## src/rtl/count_pkg.sv

```systemverilog
// Shared definitions for the counter-consumer slice: count width, duty FSM
// states and the default stall threshold.
package count_pkg;

  localparam int COUNT_W          = 8;
  localparam int STALL_CYCLES_DEF = 16;

  typedef enum logic {
    IDLE,
    PENDING
  } duty_state_e;

endpackage : count_pkg

```

## src/rtl/stall_detect.sv

```systemverilog
// Flags a counter that has not moved for STALL_CYCLES consecutive samples;
// any change in the sampled value clears the run immediately.
module stall_detect
  import count_pkg::*;
#(
  parameter int WIDTH        = COUNT_W,
  parameter int STALL_CYCLES = STALL_CYCLES_DEF
) (
  input  logic             clk,
  input  logic             reset,
  input  logic             primed,
  input  logic [WIDTH-1:0] count,
  input  logic [WIDTH-1:0] count_q,
  output logic             stall
);

  localparam int                CNT_W     = $clog2(STALL_CYCLES + 1);
  localparam logic [CNT_W-1:0]  STALL_MAX = CNT_W'(STALL_CYCLES);

  logic [CNT_W-1:0] stall_cnt_d, stall_cnt_q;
  logic             stall_d, stall_q;

  // NOTE: every always_comb output gets a default first, so no path can infer a latch.
  always_comb begin
    stall_cnt_d = '0;
    if (primed && (count == count_q)) begin
      stall_cnt_d = (stall_cnt_q == STALL_MAX) ? stall_cnt_q : stall_cnt_q + 1'b1;
    end
    // Decoded from the next count so stall drops on the edge that sees the change.
    stall_d = (stall_cnt_d == STALL_MAX);
  end

  always_ff @(posedge clk or negedge reset) begin
    if (!reset) begin
      stall_cnt_q <= '0;
      stall_q     <= 1'b0;
    end else begin
      stall_cnt_q <= stall_cnt_d;
      stall_q     <= stall_d;
    end
  end

  assign stall = stall_q;

endmodule : stall_detect

```

## src/rtl/count_pwm.sv

```systemverilog
// Turns the free-running counter value into a registered PWM waveform with a
// double-buffered duty, a wrap-around pulse and a stalled-counter flag.
module count_pwm
  import count_pkg::*;
#(
  parameter int               WIDTH        = COUNT_W,
  parameter logic [WIDTH-1:0] DUTY_INIT    = '0,
  parameter int               STALL_CYCLES = STALL_CYCLES_DEF
) (
  input  logic             clk,
  input  logic             reset,
  input  logic [WIDTH-1:0] count,
  input  logic [WIDTH-1:0] duty,
  input  logic             duty_valid,
  output logic             duty_ready,
  input  logic             polarity,
  output logic             pwm_out,
  output logic             wrap_pulse,
  output logic             stall
);

  logic [WIDTH-1:0] count_d, count_q;
  logic             primed_d, primed_q;
  logic             wrap_d, wrap_pulse_q;
  logic             pwm_d, pwm_q;

  duty_state_e      state_q;
  logic [WIDTH-1:0] shadow_q, active_duty_q;
  logic             duty_ready_q;

  always_comb begin
    count_d  = count;
    primed_d = 1'b1;
    // A drop in value is a wrap, whether rollover or an upstream counter reset.
    wrap_d   = primed_q && (count < count_q);
    pwm_d    = (count < active_duty_q) ^ polarity;
  end

  // NOTE: sequential state uses non-blocking assignments so every flop sees pre-edge values.
  always_ff @(posedge clk or negedge reset) begin
    if (!reset) begin
      count_q      <= '0;
      primed_q     <= 1'b0;
      wrap_pulse_q <= 1'b0;
      pwm_q        <= 1'b0;
    end else begin
      count_q      <= count_d;
      primed_q     <= primed_d;
      wrap_pulse_q <= wrap_d;
      pwm_q        <= pwm_d;
    end
  end

  // Duty hand-off: a write parks in shadow_q and only reaches the comparator on
  // a wrap; a write accepted on a wrap cycle waits for the following wrap.
  always_ff @(posedge clk or negedge reset) begin
    if (!reset) begin
      state_q       <= IDLE;
      shadow_q      <= '0;
      active_duty_q <= DUTY_INIT;
      duty_ready_q  <= 1'b1;
    end else begin
      case (state_q)
        IDLE: begin
          if (duty_valid && duty_ready_q) begin
            shadow_q     <= duty;
            state_q      <= PENDING;
            duty_ready_q <= 1'b0;
          end
        end
        PENDING: begin
          if (wrap_d) begin
            active_duty_q <= shadow_q;
            state_q       <= IDLE;
            duty_ready_q  <= 1'b1;
          end
        end
      endcase
    end
  end

  stall_detect #(
    .WIDTH        (WIDTH),
    .STALL_CYCLES (STALL_CYCLES)
  ) u_stall_detect (
    .clk     (clk),
    .reset   (reset),
    .primed  (primed_q),
    .count   (count),
    .count_q (count_q),
    .stall   (stall)
  );

  assign duty_ready = duty_ready_q;
  assign pwm_out    = pwm_q;
  assign wrap_pulse = wrap_pulse_q;

endmodule : count_pwm
```

## config.mk

```make
export PLATFORM = sky130hd
export DESIGN_NAME = count_pwm
export DESIGN_NICKNAME = d
export VERILOG_FILES = /design/src/rtl/count_pkg.sv /design/src/rtl/stall_detect.sv /design/src/rtl/count_pwm.sv
export SDC_FILE = /design/constraint.sdc
export NUM_CORES = 1
export LEC_CHECK = 0
export CAP_MARGIN = 10
export CORE_ASPECT_RATIO = 1.5
export CORE_MARGIN = 4
export CORE_UTILIZATION = 60
export CTS_BUF_LIST = sky130_fd_sc_hd__clkbuf_8
export DETAILED_ROUTE_END_ITERATION = 6
export PLACE_DENSITY = 0.84
export SLEW_MARGIN = 20
export SYNTH_ARGS = -nofsm -noshare
export SYNTH_HDL_FRONTEND = slang
export SYNTH_SLANG_ARGS = --single-unit
export TNS_END_PERCENT = 5
```

## constraint.sdc

```tcl
create_clock -name clk -period 2.7 [get_ports clk]
set_input_delay 0.675 -clock clk [delete_from_list [all_inputs] [get_ports clk]]
set_output_delay 0.675 -clock clk [all_outputs]
set_load 0.02 [all_outputs]
```

-- Word level (Yosys, flattened, before mapping)
Index checks and enable logic that the tools add are counted.
- register bits after elaboration: 35
- word-level logic and storage cells: 34
- latch bits: 0
- input port bits: 20
- memories: 0
- output and inout port bits: 4
- bits in writable memories: 0
- ROM bits: 0
- div/mod/pow operators: 0
- add/subtract/negate cells: 1
- eq/ne operators: 5
- magnitude comparators: 2
- bitwise logic cells: 2
- $mul: 0
- mux-type cells: 8
- reductions and logical operators: 6
- shift operators: 0
- operators by type and width (operator ; number):
    8-bit < comparator ; 2
    5-bit equality test (second input constant) ; 2
    5-bit 2-to-1 mux ; 2
    8-bit equality test ; 1
    2-bit AND reduction ; 3
    5-bit by 1-bit adder with 5-bit output (second input constant) ; 1
    1-bit 2-to-1 mux ; 4
    2-bit != test (second input constant) ; 2
    1-bit one-hot mux with 2 select lines ; 2
    1-bit logical AND ; 3
    1-bit NOT ; 1
    1-bit bitwise XOR ; 1

-- Logic depth before layout (Yosys ltp)
- word-level depth: 4
- depth in mapped cells: 7
- gate-level depth less buffers: 7

-- Cells and area by module
Synthesis repeated with hierarchy kept, for this count alone.
- cells, all modules: 144
- area total of the unflattened synthesis: 1746.7 um^2
- by module, submodules not included (module ; area an instance (um^2) ; seq. area each (um^2) ; times used ; cells an instance):
    count_pwm ; 1322.5 ; 726.9 ; 1 ; 103
    stall_detect ; 424.2 ; 150.1 ; 1 ; 41

-- Worst setup path after synthesis
OpenSTA, ideal clock, no wires.
- path type: input -> register
- start: in count[1]
- end: reg active_duty_q[0]
- slack: 481 ps
- data arrival time: 2095 ps
- setup time: 125 ps
- required time: 2575 ps
- cell stages on the path: 6
- cells stage by stage: ha_1 > nor2b_1 > o211ai_1 > a21oi_2 > nor3b_4 > mux2_2
- longest elaborated chain between the ends: 3
- ends and longest elaborated chain (element ; line ; RTL):
    from (decl) ; count_pwm.sv:12 ; input logic [WIDTH-1:0] count,
    8-bit < comparator ; count_pwm.sv:35 ; wrap_d = primed_q && (count < count_q);
    1-bit logical AND ; count_pwm.sv:35 ;
    2-bit AND reduction (no source line) ; n/a ;
    to (signal assigned) ; count_pwm.sv:73 ; active_duty_q <= shadow_q;
    to (decl) ; count_pwm.sv:28 ; logic [WIDTH-1:0] shadow_q, active_duty_q;
Every way passes these cells.
A chain may end at the register's enable or synchronous reset.

-- Final worst setup path
- start: in count[1]
- end: reg active_duty_q[1]
The elaborated chain is that of the path after synthesis.

==> impl_metrics.json <==
{
  "status": "completed",
  "dieArea_mm2": 0.00368,
  "routed_via_density": 5.26,
  "clock-root-buffer": "clkbuf_8",
  "finalHoldViolCount": 0,
  "register_area_um2": 877,
  "synth_area_mm2": 0.00165,
  "die_w_um": 50.9,
  "rows": 23,
  "finalCritPeriodShare_pct": 90.9,
  "p_leak_nw": 0.996,
  "cp-end-kind": "flop",
  "multi_input_area_um2": 706,
  "dp_hpwl_um": 2410,
  "firstDrtPassIters": 4,
  "routed_wl_um": 3070,
  "worst_slew_pin_slew_ps": 666,
  "cp-start-kind": "primary input",
  "min_period_ps": 2450,
  "track_usage_pct": 20.4,
  "crit_arrival_ps": 2620,
  "grt_max_degree": 23,
  "critPathRequiredTime_ps": 2860,
  "hp-class": "flop to flop",
  "cp_max_fo": 5,
  "tritoncts_num_sinks": 35,
  "max_clock_freq_mhz": 408,
  "maxCapViolations": 0,
  "relSlewSlack_pct": 55.4,
  "synthTopCellsByArea": "dfrtp_1 (51%), ha_1 (13%), mux2_2 (11%)",
  "io_pins": 24,
  "synth_edf_count": 0,
  "grt_pass1_vias": 1267,
  "fin_hold_ws_ps": 505,
  "ys_seq_area_share_pct": 53.0,
  "areaGrowthSynthToFinish_pct": 25.8,
  "insertion_delay_ps": 280,
  "cp_slowest_cell": "clkdlybuf4s50_1",
  "cts_buffer_depth": 2,
  "port_buffers": 23,
  "finalSetupViolations": 0,
  "yosysTopAreaCellShare_pct": 51.4,
  "ctsResizeCount": 0,
  "start_util_pct": 62.5,
  "finalPower_w": 0.00104,
  "ys_ff_latch": 35,
  "synth_cell_types": 30,
  "async_flop_share_pct": 100,
  "cp_cell_sequence": "clkdlybuf4s50_1 -> ha_1 -> nor2b_1 -> o211ai_1 -> a21oi_2 -> nor3b_4 -> buf_4 -> mux2_2",
  "antenna_left": 0,
  "synthCells": 138,
  "synth_area_per_cell_um2": 12.0,
  "post-synth-top-count-cell": "dfrtp_1",
  "cts-hold-fix-buffers": 0,
  "grt_pass1_wl_um": 5440,
  "crit_type": "primary input to flop",
  "post_cts_buffers": 0,
  "gp_congestion": 0.808,
  "cts.htree.levels": 2,
  "drc_errors": 0,
  "die_h_um": 72.3,
  "synth_area_leader_cell": "dfrtp_1",
  "cts_made_buffers": 5,
  "crit_family": "buffers and inverters",
  "cts_tree": "built",
  "drtIter0Drc": 22,
  "yosysWarnings": 0,
  "irDropWorstVdd_v": 0.000460,
  "slowest_delay_ps": 430,
  "grt_antenna_before_repair": 0,
  "n_fill_cell": 196,
  "fin_nets": 209,
  "gr-total-overflow": 0,
  "vias": 1105,
  "clkSlewWorstSetupHoldPaths_ps": 60,
  "power.density_mw_per_mm2": 499,
  "diodes": 0,
  "drive_gt1_share_pct": 19.1,
  "clock_skew_ps": 1.09,
  "critical_path_buf_inv_count": 2,
  "drt-wirelength-per-cell_um": 14.6,
  "synthFlopType": "dfrtp_1",
  "rsz0062_at_grt": "false",
  "synth_nets": 175,
  "core_area_mm2": 0.00265,
  "maxSlewViolCount": 0,
  "synthTopCellsByCount": "dfrtp_1 (34), ha_1 (17), inv_1 (17)"
}
## registers in the layout (all words and copies together), names as in the netlist
name / cells
state_q: 1
active_duty_q: 8
pwm_out: 1
count_q: 8
u_stall_detect.stall: 1
u_stall_detect.stall_cnt_q: 5
shadow_q: 8
wrap_pulse: 1
primed_q: 1
duty_ready: 1
## worst register-to-register path, cell delays in order, from the launching register on
cell and delay (ps):
dfrtp_1 330, inv_1 40, ha_1 280, nor2b_1 140, o211ai_1 210, a21oi_2 130, nor3b_4 220, buf_4 160
mux2_2 330
## worst paths after layout
kind                              from                to  slack [ps]  depth (start not counted)
max                           count[1]  active_duty_q[1]         250                          8
max reg2reg                 count_q[1]  active_duty_q[1]         740                          8
min reg2reg                shadow_q[7]       shadow_q[7]         500                          1
max in group asynchronous        reset       shadow_q[4]        1350                          2
min in group asynchronous        reset        count_q[0]         800                          1
min                        shadow_q[7]       shadow_q[7]         500                          1
## kinds of logic (layout without fill, tap and decap cells)
| family | after synthesis | after routing | synth area share [%] |
|---|---|---|---|
| buffers and inverters | 19 | 54 | 4.31 |
| AOI/OAI and AO/OA | 16 | 16 | 6.20 |
| DFF | 35 | 35 | 53.0 |
| other | 1 | 1 | 0.227 |
| adders and majority gates | 17 | 17 | 12.9 |
| muxes | 18 | 18 | 12.1 |
| xor gates and xnor gates | 5 | 5 | 2.65 |
| and+or+nand+nor | 27 | 27 | 8.62 |
## area by class of cell
cell class | instances | area share, %
repair buffers | 29 | 13.8
inverters | 17 | 3.07
multi-input cells | 84 | 33.9
clock buffers | 7 | 4.63
flip-flops and latches | 35 | 42.2
clock inverters | 1 | 0.180
well taps | 37 | 2.22
## power by group
| group | leakage (nW) | switching (W) | internal [W] |
|---|---|---|---|
| Combinational | 0.480 | 0.0000483 | 0.0000545 |
| Clock | 0.0557 | 0.000168 | 0.000229 |
| Sequential | 0.461 | 0.00000354 | 0.000535 |
| Total | 0.996 | 0.000220 | 0.000818 |
## metrics by stage
stage               cell area (um^2)  setup TNS [ps]  utilization (%)  std cells  setup WS [ps]
floorplan                       1650               0                -        138            481
global route                    2080               0             78.6        210            166
global placement                1980               0             74.8        202           6.10
CTS                             2080               0             78.6        210            245
detailed placement              1980            -184             74.8        202          -33.0
finish                          2080               0             78.6        210            247
## placed cells by master (no fill, tap or decap), types with 3 or more instances in the layout
cell and count:
nor2_1 9, clkdlybuf4s50_1 23, mux2_2 16, inv_1 18
dfrtp_1 34, xor2_1 3, a21oi_1 4, o21ai_0 4
buf_4 5, ha_1 17, clkbuf_8 7, nand2_1 5
## per-layer routing
metal / routed length (um) / track usage (%)
met1: 1080 / 20.6
met2: 1740 / 37.5
met3: 119 / 5.13
met4: 128 / 11.4
met5: 0 / 0
Power figures use the tool's default switching activity.
